`src/rtl/omsp_per_master.sv`:
```
// Peripheral-bus initiator for the openMSP430: converts request/response transactions
// into per_* bus cycles, yielding to the CPU whenever it owns the shared bus.
module omsp_per_master #(
   parameter int PER_AW = 9,
   parameter int LEN_W  = 4
) (
   input  logic             mclk,
   input  logic             puc,
   input  logic             req_valid,
   output logic             req_ready,
   input  logic [15:0]      req_addr,
   input  logic             req_wr,
   input  logic             req_byte,
   input  logic [15:0]      req_wdata,
   input  logic [LEN_W-1:0] req_len,
   output logic             rsp_valid,
   input  logic             rsp_ready,
   output logic [15:0]      rsp_rdata,
   output logic             rsp_err,
   output logic             rsp_last,
   input  logic             cpu_per_en,
   output logic [7:0]       per_addr,
   output logic [15:0]      per_din,
   output logic             per_en,
   output logic [1:0]       per_we,
   input  logic [15:0]      per_dout,
   output logic [1:0]       fsm_state
);

   // Handshakes: a transfer happens on the mclk edge where valid and ready are both 1;
   // valid and its payload stay stable until then, ready may change freely.
   typedef enum logic [1:0] {
      IDLE   = 2'd0,
      ACCESS = 2'd1,
      RESP   = 2'd2
   } state_t;

   state_t           state_q, state_d;
   logic [15:0]      addr_q;
   logic             wr_q;
   logic             byte_q;
   logic [15:0]      wdata_q;
   logic [LEN_W-1:0] rem_q;
   logic             err_q;
   logic [15:0]      rdata_q;

   logic             accept;
   logic             beat_done;
   logic             rsp_hs;
   logic             last;
   logic [15:0]      next_addr;
   logic [15:0]      rd_capture;

   function automatic logic out_of_space(input logic [15:0] a);
      return (a >> PER_AW) != 16'd0;
   endfunction

   assign fsm_state = state_q;
   assign last      = (rem_q == '0) | err_q;
   assign next_addr = addr_q + (byte_q ? 16'd1 : 16'd2);
   assign rd_capture = byte_q ? {8'h00, (addr_q[0] ? per_dout[15:8] : per_dout[7:0])}
                              : per_dout;

   always_comb begin
      state_d   = state_q;
      req_ready = 1'b0;
      rsp_valid = 1'b0;
      rsp_rdata = 16'h0000;
      rsp_err   = 1'b0;
      rsp_last  = 1'b0;
      per_addr  = 8'h00;
      per_din   = 16'h0000;
      per_en    = 1'b0;
      per_we    = 2'b00;
      accept    = 1'b0;
      beat_done = 1'b0;
      rsp_hs    = 1'b0;
      case (state_q)
         IDLE: begin
            req_ready = 1'b1;
            if (req_valid) begin
               accept  = 1'b1;
               state_d = out_of_space(req_addr) ? RESP : ACCESS;
            end
         end
         ACCESS: begin
            // Bus outputs come only from registers so they hold steady through CPU stalls.
            per_addr = addr_q[8:1];
            per_din  = byte_q ? {wdata_q[7:0], wdata_q[7:0]} : wdata_q;
            if (wr_q) begin
               per_we = byte_q ? (addr_q[0] ? 2'b10 : 2'b01) : 2'b11;
            end
            per_en = ~cpu_per_en;
            if (!cpu_per_en) begin
               beat_done = 1'b1;
               state_d   = RESP;
            end
         end
         RESP: begin
            rsp_valid = 1'b1;
            rsp_rdata = rdata_q;
            rsp_err   = err_q;
            rsp_last  = last;
            if (rsp_ready) begin
               rsp_hs = 1'b1;
               if (last) begin
                  state_d = IDLE;
               end else begin
                  state_d = out_of_space(next_addr) ? RESP : ACCESS;
               end
            end
         end
         default: state_d = IDLE;
      endcase
   end

   always_ff @(posedge mclk or posedge puc) begin
      if (puc) begin
         state_q <= IDLE;
      end else begin
         state_q <= state_d;
      end
   end

   always_ff @(posedge mclk or posedge puc) begin
      if (puc) begin
         addr_q  <= 16'h0000;
         wr_q    <= 1'b0;
         byte_q  <= 1'b0;
         wdata_q <= 16'h0000;
         rem_q   <= '0;
         err_q   <= 1'b0;
         rdata_q <= 16'h0000;
      end else begin
         if (accept) begin
            addr_q  <= req_addr;
            wr_q    <= req_wr;
            byte_q  <= req_byte;
            wdata_q <= req_wdata;
            rem_q   <= req_wr ? '0 : req_len;
            err_q   <= out_of_space(req_addr);
            rdata_q <= 16'h0000;
         end
         if (beat_done) begin
            rdata_q <= wr_q ? 16'h0000 : rd_capture;
         end
         // Burst advance; leaving peripheral space turns the next beat into a terminal error.
         if (rsp_hs && !last) begin
            rem_q   <= rem_q - LEN_W'(1);
            addr_q  <= next_addr;
            err_q   <= out_of_space(next_addr);
            rdata_q <= 16'h0000;
         end
      end
   end

endmodule

```
`config.mk`:
```
export PLATFORM = sky130hd
export DESIGN_NAME = omsp_per_master
export DESIGN_NICKNAME = d
export VERILOG_FILES = /design/src/rtl/omsp_per_master.sv
export SDC_FILE = /design/constraint.sdc
export NUM_CORES = 1
export LEC_CHECK = 0
export BUFFER_PORTS_ARGS = -buffer_cell sky130_fd_sc_hd__buf_2
export CAP_MARGIN = 20
export CORE_MARGIN = 4
export CORE_UTILIZATION = 46
export CTS_CLUSTER_SIZE = 24
export DETAILED_ROUTE_END_ITERATION = 12
export PLACE_DENSITY_LB_ADDON = 0.15
export SLEW_MARGIN = 30
export SYNTH_ARGS = -nofsm -noshare
export SYNTH_HDL_FRONTEND = slang
export SYNTH_SLANG_ARGS = --single-unit
```
`constraint.sdc`:
```
create_clock -name mclk -period 2.5 [get_ports mclk]
set_input_delay 0.75 -clock mclk [delete_from_list [all_inputs] [get_ports mclk]]
set_output_delay 0.75 -clock mclk [all_outputs]
set_load 0.05 [all_outputs]
```
## After elaboration in Yosys (flattened, before gate mapping)

Index checks and enable logic that the tools add are counted.

- Logic and storage cells: 66
- Flip-flop bits (word level): 57
- Bits of input ports: 59
- Output and inout bits: 49

- Add/sub/neg operators: 2
- Eq/ne operators: 5
- Multiplexer cells: 40
- Bitwise gates (word level): 2
- Reduce and logical (&&, ||, !) cells: 9

Operators with widths:

| kind | count |
|---|---|
| $mux W16 | 10 |
| $reduce_bool A16 Y1 | 2 |
| $mux W2 | 11 |
| $add A16 B2 Y16 | 1 |
| $mux W8 | 2 |
| $mux W1 | 13 |
| $mux W4 | 3 |
| $ne A2 B2 Y1 const B | 3 |
| $pmux W2 S3 | 1 |
| $logic_not A4 Y1 | 1 |
| $sub A4 B1 Y4 const B | 1 |
| $reduce_and A3 Y1 | 1 |
| $reduce_bool A3 Y1 | 1 |
| $eq A2 B1 Y1 const B | 1 |
| $eq A2 B2 Y1 const B | 1 |
| $logic_not A2 Y1 | 1 |
| $reduce_bool A2 Y1 | 1 |
| $logic_and A1 B1 Y1 | 1 |
| $logic_not A1 Y1 | 1 |
| $not A1 Y1 | 1 |
| $or A1 B1 Y1 | 1 |

## Longest topological paths before layout

Gate-level depths: netlist (run 1).

- Depth in word-level cells: 7
- Depth in mapped cells: 9
- Mapped depth without buffers: 9

## Least setup slack after synthesis (run 1)

Ideal clock, no wire load.

- Path type: reg2out
- From: reg state_q[1], in the netlist fsm_state[1]
- To: out rsp_rdata[10]
- Stages on the path, launching flop included: 5
- Slack: -427 ps
- Path buffers: 1
- Arrival time: 2,177 ps
- Data required time: 1,750 ps
- Path through: dfrtp_1 -> nand2b_1 -> inv_1 -> clkbuf_1 -> and2_1

- Cells in the longest elaborated chain, start to end: 2

RTL lines:

| item | RTL line | RTL |
|---|---|---|
| start, declared | 38 | `state_t state_q, state_d;` |
| start signal, assigned | 121 | `state_q <= state_d;` |
| $eq A2 B2 Y1 | 78 | `case (state_q)` |
| $mux W16 | 78 |  |
| end, declared | 18 | `output logic [15:0] rsp_rdata,` |

No other way between the ends.

## Worst setup path after layout (run 1)

- From: reg byte_q
- To: out per_we[1]

- Cells in the longest elaborated chain, start to end: 3

RTL lines:

| item | RTL line | RTL |
|---|---|---|
| start, declared | 41 | `logic byte_q;` |
| start signal, assigned | 138 | `byte_q <= req_byte;` |
| $mux W2 | 91 | `per_we = byte_q ? (addr_q[0] ? 2'b10 : 2'b01) : 2'b11;` |
| $mux W2 | 90 | `if (wr_q) begin` |
| $mux W2 | 78 |  |
| end, declared | 25 | `output logic [1:0] per_we,` |

No other way between the ends.

==> out/qor.yml, run 1 <==
fin_nets: 549
dr.pass1.iters: 4
clkLatencyLatePin_ps: 330
grt_use_total_pct: 21.4
netlist_top_cells_area: "dfrtp_1 44%, nand2_1 9.6%, and2_1 6.2%"
final-instance-count-excl-fill: 585
start_util_pct: 47.4
drc: 0
grt_pass1_wl_um: 14400
synth_cell_type_count: 47
p_per_area_nw_per_um2: 1240
syn_area_um2: 3220
detail_route.wl_per_cell_um: 14.8
fin_crit_ps: 2410
hold_class: "input port to async pin"
vias: 3040
final_max_slew_viol_count: 0
cp.required_ps: 1750
setup_viol: 0
final_hold_viol_count: 0
core_um2: 6790
drive_gt1_share_pct: 35.2
ff2ff_path_depth: 9
antenna_found_initial: 0
cts.path.max_buffers: 2
synth_fp_nets: 428
reg2reg_to: "err_q"
ys_ff_latch: 57
cts_buffers: 9
relSlewSlack_pct: 55.2
place_inst: 566
path_clk_slew_ps: 70
dp_hpwl_um: 6290
ys.flop_type: "dfrtp_1"
clock_sinks: 57
mostFrequentLayoutCells: "102 x buf_2, 82 x nand2_1, 55 x dfrtp_1"
yosysWarnings: 0
reg2reg_from: "addr_q[0]"
drtIter0Drc: 132
tns_ps: 0
drt.antenna.violating_nets: 0
fp.dieH_um: 91.6
antennaDiodeCount: 0
rows: 30
rsz0062_at_grt: "yes"
path_max_fanout: 8
gp_congestion: 0.862
maxCapViolCount: 0
ys_seq_area_share_pct: 44.3
areaGrowthSynthToFinish_pct: 31.1
overflow: 0
synth-edff-count: 0
end_kind: "primary output"
routed_wl_um: 8680
p_leak_nw: 2.21
fin_skew_ps: 6.18
grt_max_degree: 28
postCtsHoldBufs: 0
synth_top_cell_area_share_pct: 44.3
avgSynthCellArea_um2: 8.87
via_per_inst: 5.20
netlist_instances: 363
max_freq_mhz: 416
io-pin-count: 108
p_total_w: 0.00525
finalCritPeriodShare_pct: 96.2
grt_pass1_vias: 2913
final_common_cell: "buf_2"
status: "completed"
root_buffer: "clkbuf_8"
tightest_slew_ps: 671
synthArstFlopShare_pct: 100
start_kind: "flip-flop"
r2r_slack_ps: 120
cts_tree: "done"
dieArea_um2: 8400
vdd_drop_max_uv: 577
die_x_um: 91.6
htree_levels: 3
portBuffers: 107
synth_top_area_cell: "dfrtp_1"
crit_arrival_ps: 1660
path_class: "flip-flop to primary output"
worst max-delay path: stages, from the launching register on:
cell and delay [ps]:
dfrtp_1 410, buf_4 170, buf_4 180, ha_1 200
nor2_2 130, clkbuf_4 240
per-stage QoR:
stage	util, %	area (um^2)	hold slack [ps]	setup WS (ps)
finish	62.1	4220	387	94.3
global route	62.1	4220	413	-15.5
floorplan	-	3250	442	7.04
CTS	61.4	4170	392	11.7
global placement	58.3	3960	452	50.1
detailed placement	58.4	3970	461	-30.3
cells in the mapped netlist (all sizes together) (3+ instances only):
library cell,instances
a21oi,6
a221o,8
a22o,9
and2,33
buf,5
clkbuf,14
dfrtp,57
ha,5
inv,12
mux2i,17
nand2,82
nand2b,3
nand3,12
nand4,3
nor2,27
nor3,7
nor3b,3
nor4,5
o211ai,4
o21ai,18
o221ai,3
xnor2,5
where the power goes:
part | internal, W | switching, W | total, W
logic | 0.000946 | 0.00170 | 0.00265
registers | 0.00133 | 0.000404 | 0.00173
clock network | 0.000484 | 0.000379 | 0.000863
timing repair:
action / CTS / global route
resized for setup: 1 / 9
gates cloned: 0 / 0
setup buffers: 1 / 2
setup endpoints to repair: 1 / 9
pin swaps: 0 / 1
flip-flops by register name, summed over array words and instances, names as in the netlist:
name	count
wdata_q	16
err_q	1
rdata_q	16
byte_q	1
addr_q	16
fsm_state	2
wr_q	1
rem_q	4
area by class of cell:
cell class,count,area (um^2)
Multi-Input combinational cell,275,1720
Sequential cell,57,1430
Inverter,12,45.0
Tap cell,96,120
Clock buffer,11,141
Fill cell,614,2570
Timing Repair Buffer,129,713
Clock inverter,5,55.1
worst max path at each step:
stage                   end  depth (start not counted)  slack, ps    startpoint
2_1_floorplan   rdata_q[15]                          6          7  fsm_state[1]
3_3_place_gp   fsm_state[1]                          7         50  req_addr[12]
3_5_place_dp          err_q                          9        -30        byte_q
4_1_cts              per_en                          3         10  fsm_state[1]
5_1_grt           per_we[1]                          5        -20  fsm_state[0]
6_report          per_we[1]                          5         90        byte_q
logic make-up after synthesis:
group | after synthesis | share of synthesized area, %
AOI/OAI and AO/OA | 65 | 14.6
xor gates and xnor gates | 5 | 1.36
adders and majority gates | 6 | 2.57
buffers and inverters | 31 | 3.89
DFF | 57 | 44.3
muxes | 17 | 5.29
and+or+nand+nor | 182 | 28.0
layer usage:
layer,vias up,part of all wire [%],track usage (%)
li1,1500,-,-
met1,1423,47,30.2
met2,106,44,32.1
met3,11,6.9,4.76
met4,0,1.6,8.04
met5,-,0,0
No activity file was read; power rests on OpenSTA's default activity.
==> inputs of run 2 (changes only) <==
- ABC_AREA: unset -> 1
==> run 2 against run 1 <==
Routed wire length up 0.37%. Synthesized area grew 0.43%. Worst hold slack improved by 72 ps. Critical path depth is the same. Sequential power shrank 9%. Via count is 6.3% higher. First-iteration DRC count did not move. Combinational power rose by 2%. Critical endpoint is now per_din[8]. Total power is 4.9% lower. Global-route usage is essentially flat.
==> out/qor.yml, run 2 <==
status: "completed"  # unchanged
yosysWarnings: 0  # unchanged
place_inst: 629  # was 566
via_per_inst: 5.00  # was 5.20
ff2ff_path_depth: 17  # was 9
drive_gt1_share_pct: 31.5  # was 35.2%
path_clk_slew_ps: 70  # about the same
antenna_found_initial: 0  # unchanged
max_freq_mhz: 410  # was 416 MHz
netlist_instances: 434  # was 363
cts_buffers: 9  # unchanged
setup_viol: 0  # unchanged
avgSynthCellArea_um2: 7.45  # was 8.87 um^2
dr.pass1.iters: 5  # was 4
maxCapViolCount: 0  # unchanged
finalCritPeriodShare_pct: 97.6  # was 96.2%
fin_crit_ps: 2440  # was 2410 ps
final_max_slew_viol_count: 0  # unchanged
synth_common_cells: "98 x nand2_1, 67 x inv_1, 57 x dfrtp_1, 56 x nor2_1, 32 x o21ai_0"  # was 82 x nand2_1, 57 x dfrtp_1, 32 x and2_1, 27 x nor2_1, 18 x o21ai_0
dp_hpwl_um: 6330  # was 6290 um
tightest_slew_ps: 478  # was 671 ps
slowest_stage: "dfrtp_2"  # was dfrtp_1
syn_area_um2: 3230  # was 3220 um^2
gp_congestion: 0.887  # was 0.862
ys_seq_area_share_pct: 44.1  # was 44.3%
rsz0062_at_grt: "yes"  # unchanged
grt_use_total_pct: 21.4  # about the same
netlist_top_cells_area: "dfrtp_1 44%, nand2_1 11%, inv_1 7.8%"  # was dfrtp_1 44%, nand2_1 9.6%, and2_1 6.2%
final_common_cell: "nand2_1"  # was buf_2
clkLatencyLatePin_ps: 330  # about the same
final-instance-count-excl-fill: 646  # was 585
r2r_slack_ps: 270  # was 120 ps
grt_max_degree: 58  # was 28
fp.dieH_um: 91.8  # was 91.6 um
synth-edff-count: 0  # unchanged
grt_pass1_wl_um: 14400  # about the same
dieArea_um2: 8430  # was 8400 um^2
start_util_pct: 47.6  # was 47.4%
relSlewSlack_pct: 67.8  # was 55.2%
p_per_area_nw_per_um2: 1180  # was 1240 nW/um^2
cts.path.max_buffers: 2  # unchanged
root_buffer: "clkbuf_8"  # unchanged
mostFrequentLayoutCells: "98 x nand2_1, 93 x buf_2, 66 x inv_1"  # was 102 x buf_2, 82 x nand2_1, 55 x dfrtp_1
grt_pass1_vias: 3055  # was 2913
drtIter0Drc: 132  # unchanged
cp.required_ps: 1750  # about the same
top_regs: "addr_q x16, rdata_q x16, wdata_q x16"  # unchanged
crit_arrival_ps: 1690  # was 1660 ps
synthArstFlopShare_pct: 100  # unchanged
routed_wl_um: 8710  # was 8680 um
portBuffers: 107  # unchanged
antennaDiodeCount: 0  # unchanged
final_hold_viol_count: 0  # unchanged
path_class: "flip-flop to primary output"  # unchanged
drt.antenna.violating_nets: 0  # unchanged
areaGrowthSynthToFinish_pct: 30.8  # was 31.1%
path_max_fanout: 7  # was 8
postCtsHoldBufs: 0  # unchanged
fin_nets: 610  # was 549
overflow: 0  # unchanged
reg2reg_to: "fsm_state[1]"  # was err_q
crit_chain: "inv_1 -> nor2_4 -> o21ai_0 -> a21oi_1 -> buf_2"  # was buf_4 -> buf_4 -> ha_1 -> nor2_2 -> clkbuf_4
synth.most_common_cell: "nand2_1"  # unchanged
drc: 0  # unchanged
critPathMaxStageDelay_ps: 440  # was 410 ps
vias: 3232  # was 3040
hold_class: "input port to async pin"  # unchanged
synth_top_cell_area_share_pct: 44.1  # was 44.3%
clock_sinks: 57  # unchanged
vdd_drop_max_uv: 514  # was 577 uV
cts_tree: "done"  # unchanged
ys_ff_latch: 57  # unchanged
start_kind: "flip-flop"  # unchanged
io-pin-count: 108  # unchanged
ys.flop_type: "dfrtp_1"  # unchanged
end_kind: "primary output"  # unchanged
core_um2: 6790  # unchanged
fin_skew_ps: 8.60  # was 6.18 ps
whs_ps: 459  # was 387 ps
rows: 30  # unchanged
fin_util_pct: 62.2  # was 62.1%
detail_route.wl_per_cell_um: 13.5  # was 14.8 um
synth_top_area_cell: "dfrtp_1"  # unchanged
die_x_um: 91.8  # was 91.6 um
htree_levels: 3  # unchanged
synth_cell_type_count: 33  # was 47
reg2reg_from: "byte_q"  # was addr_q[0]
p_leak_nw: 2.17  # was 2.21 nW
synth_fp_nets: 499  # was 428
run 2: cell types whose count changed in the layout (fill, tap and decap cells not counted), sizes merged, moves of 5 or more:
cell,previous run,this run
o21ai,18,34
and2,33,0
inv,12,72
buf,124,102
nand2,82,101
clkbuf,16,21
a221o,8,0
a21oi,6,21
o22ai,2,14
a22o,9,0
nor2,27,63
mux2i,17,1
xnor2,5,0
run 2: final cells by class:
type                            instances  area, um^2
Sequential cell                        57        1430
Clock inverter                          6        35.0
Fill cell                             619        2570
Tap cell                               96         120
Timing Repair Buffer                  113         628
Multi-Input combinational cell        292        1610
Clock buffer                           10         128
Inverter                               72         275
run 2: worst max-delay path by stage:
| stage | start | end | slack [ps] | cells past startpoint |
|---|---|---|---|---|
| floorplan | fsm_state[1] | rsp_err | -70 | 4 |
| global placement | byte_q | err_q | 160 | 15 |
| detailed placement | byte_q | err_q | 60 | 13 |
| CTS | fsm_state[0] | per_we[0] | 7 | 5 |
| global route | byte_q | err_q | -6 | 15 |
| finish | fsm_state[0] | per_din[8] | 60 | 5 |
run 2: repair_timing:
action | 4_1_cts | 5_1_grt
setup endpoints to repair | 28 | 30
buffers inserted | 0 | 0
endpoints found under the hold margin | 0 | 0
gates cloned | 0 | 1
resized for setup | 4 | 16
pin swaps | 0 | 1
run 2: cell families after synthesis:
logic type,synth area share (%)
AND/OR/NAND/NOR,25.5
flip-flops,44.1
adder cells (fa/ha/maj),2.56
AO/OA/AOI/OAI,16.0
XOR/XNOR,1.08
multiplexers,0.310
buffers and inverters,10.5
run 2: worst max-delay path: cells and delay by family, from the launching register on:
kind | cells | cell delay [ps]
buffers and inverters | 2 | 420
AOI/OAI and AO/OA | 2 | 290
DFF | 1 | 440
and+or+nand+nor | 1 | 200
run 2: metal layers:
metal / up-vias / GRT usage (%) / share of wire (%)
li1: 1620 / - / -
met1: 1496 / 28.1 / 44
met2: 100 / 34.4 / 47
met3: 16 / 4.92 / 6.8
met4: 0 / 7.80 / 1.6
met5: - / 0 / 0
run 2: where the power goes:
group,internal (W),switching [W],total [W]
logic,0.000758,0.00193,0.00269
registers,0.00129,0.000280,0.00157
clock network,0.000352,0.000375,0.000727
total,0.00240,0.00258,0.00499
run 2: stage by stage:
step | TNS (ps) | power, W | instance area [um^2] | setup WS [ps]
final | 0 | 0.00499 | 4230 | 60.9
after global routing | -6.04 | 0.00538 | 4230 | -6.04
after detailed placement | 0 | 0.00422 | 4010 | 57.2
after CTS | 0 | 0.00497 | 4180 | 6.62
after floorplan | -470 | 0.00361 | 3360 | -65.3
after global placement | 0 | 0.00417 | 4010 | 157
==> inputs of run 3 (changes only) <==
- CORE_UTILIZATION: 46 -> 51
- clock period: 2.5 -> 2.3 ns (I/O delays scaled with it)
==> run 3 against run 2 <==
Sequential share of layout area fell by 1.8 points. First-iteration DRC count shrank 3.0%. Clock power is 22% higher. Via count up 1.5%. Cell area grew 5.8%.
==> out/qor.yml, run 3 (synthesis gave the netlist of run 2 again) <==
status: "completed"  # unchanged
maxCapViolCount: 0  # unchanged
fin_skew_ps: 6.11  # was 8.60 ps
final_hold_viol_count: 0  # unchanged
cts.path.max_buffers: 2  # unchanged
setup_viol: 0  # unchanged
place_inst: 615  # was 629
vias: 3281  # was 3232
reg2reg_to: "fsm_state[1]"  # unchanged
io-pin-count: 108  # unchanged
relSlewSlack_pct: 65.7  # was 67.8%
end_kind: "primary output"  # unchanged
p_leak_nw: 2.24  # was 2.17 nW
start_util_pct: 53.6  # was 47.6%
clkLatencyLatePin_ps: 330  # about the same
htree_levels: 3  # unchanged
via_per_inst: 5.18  # was 5.00
fin_nets: 620  # was 610
swShare_pct: 50.1  # was 51.8%
grt_max_degree: 40  # was 58
areaGrowthSynthToFinish_pct: 38.4  # was 30.8%
dr.pass1.iters: 4  # was 5
internal_power_w: 0.00293  # was 0.00240 W
p_per_area_nw_per_um2: 1320  # was 1180 nW/um^2
clock_sinks: 57  # unchanged
top_regs: "addr_q x16, rdata_q x16, wdata_q x16"  # unchanged
path_max_fanout: 11  # was 7
p_total_w: 0.00589  # was 0.00499 W
final-instance-count-excl-fill: 633  # was 646
clockPowerShare_pct: 15.1  # was 14.6%
routed_wl_um: 8980  # was 8710 um
path_clk_slew_ps: 70  # about the same
tns_ps: 0  # unchanged
r2r_slack_ps: 110  # was 270 ps
mostFrequentLayoutCells: "94 x nand2_1, 86 x buf_2, 64 x inv_1"  # was 98 x nand2_1, 93 x buf_2, 66 x inv_1
fin_crit_ps: 2290
grt_use_total_pct: 23.6  # was 21.4%
dieArea_um2: 7670  # was 8430 um^2
placed_cell_area_um2: 4110  # was 4010 um^2
drt.antenna.violating_nets: 0  # unchanged
cp.required_ps: 1610  # was 1750 ps
rsz0062_at_grt: "yes"  # unchanged
antennaDiodeCount: 0  # unchanged
seqPwrFrac_pct: 28.9  # was 31.6%
grt_pass1_vias: 3103  # was 3055
rows: 28  # was 30
die_x_um: 87.6  # was 91.8 um
drive_gt1_share_pct: 37.3  # was 31.5%
cts_tree: "done"  # unchanged
drc: 0  # unchanged
gp_congestion: 0.846  # was 0.887
switching_power_w: 0.00295  # was 0.00258 W
root_buffer: "clkbuf_8"  # unchanged
tightest_slew_ps: 513  # was 478 ps
final_common_cell: "nand2_1"  # unchanged
path_class: "flip-flop to primary output"  # unchanged
drtIter0Drc: 128  # was 132
whs_ps: 316  # was 459 ps
hold_class: "input port to async pin"  # unchanged
dp_hpwl_um: 6510  # was 6330 um
overflow: 0  # unchanged
vdd_drop_max_uv: 1240  # was 514 uV
detail_route.wl_per_cell_um: 14.2  # was 13.5 um
fp.dieH_um: 87.6  # was 91.8 um
core_um2: 6030  # was 6790 um^2
final_max_slew_viol_count: 0  # unchanged
portBuffers: 107  # unchanged
max_freq_mhz: 437
crit_arrival_ps: 1600  # was 1690 ps
grt_pass1_wl_um: 14200  # was 14400 um
finalCritPeriodShare_pct: 99.5
ff2ff_path_depth: 19  # was 17
antenna_found_initial: 0  # unchanged
postLayoutCellArea_um2: 4470  # was 4230 um^2
cts_buffers: 9  # unchanged
combPwrFrac_pct: 56.0  # was 53.9%
start_kind: "flip-flop"  # unchanged
reg2reg_from: "byte_q"  # unchanged
==> run 3: worst max-delay path by stage <==
stage | from | end
2_1_floorplan | fsm_state[1] | rsp_err
3_3_place_gp | addr_q[0] | err_q
3_5_place_dp | addr_q[0] | err_q
4_1_cts | fsm_state[1] | per_din[11]
5_1_grt | byte_q | fsm_state[1]
6_report | byte_q | per_we[0]
==> run 3: power groups by stage <==
stage	Clock [W]	Combinational, W	Sequential (W)
3_3_place_gp	0	0.00301	0.00168
2_1_floorplan	0	0.00236	0.00170
5_1_grt	0.000947	0.00360	0.00176
3_5_place_dp	0	0.00308	0.00169
6_report	0.000890	0.00330	0.00170
4_1_cts	0.000899	0.00315	0.00168
==> run 3: per-layer routing <==
layer  up-vias  global-route usage [%]  routed length, um
met4         0                    8.51                160
met5         -                       0                  0
li1       1648                       -                  -
met1      1511                    32.9               3910
met3        16                    3.67                562
met2       106                    37.5               4360
==> run 3: worst max-delay path, cell delays in order, from the launching register on <==
cell     delay, ps
dfrtp_1        400
buf_4          160
buf_8          140
ha_2           170
nor3_2         210
buf_6          190
==> run 3: area by class of cell <==
cell class / count / area [um^2]
flip-flops and latches: 57 / 1430
well taps: 75 / 93.8
clock inverters: 4 / 45.0
inverters: 72 / 278
repair buffers: 124 / 761
fillers: 468 / 1550
multi-input cells: 291 / 1730
clock buffers: 10 / 138
==> run 3: what timing repair did <==
| item | CTS | global route |
|---|---|---|
| hold buffers | 0 | 0 |
| endpoints found under the setup margin | 22 | 30 |
| buffers inserted | 1 | 3 |
| resized for setup | 14 | 42 |
| pin swaps | 0 | 8 |
==> run 3: through the flow <==
stage | util (%) | setup WS, ps
global route | 74.3 | -39.9
global placement | 68.2 | 158
detailed placement | 68.2 | 109
CTS | 72.0 | 1.30
floorplan | - | -174
finish | 74.3 | 10.9
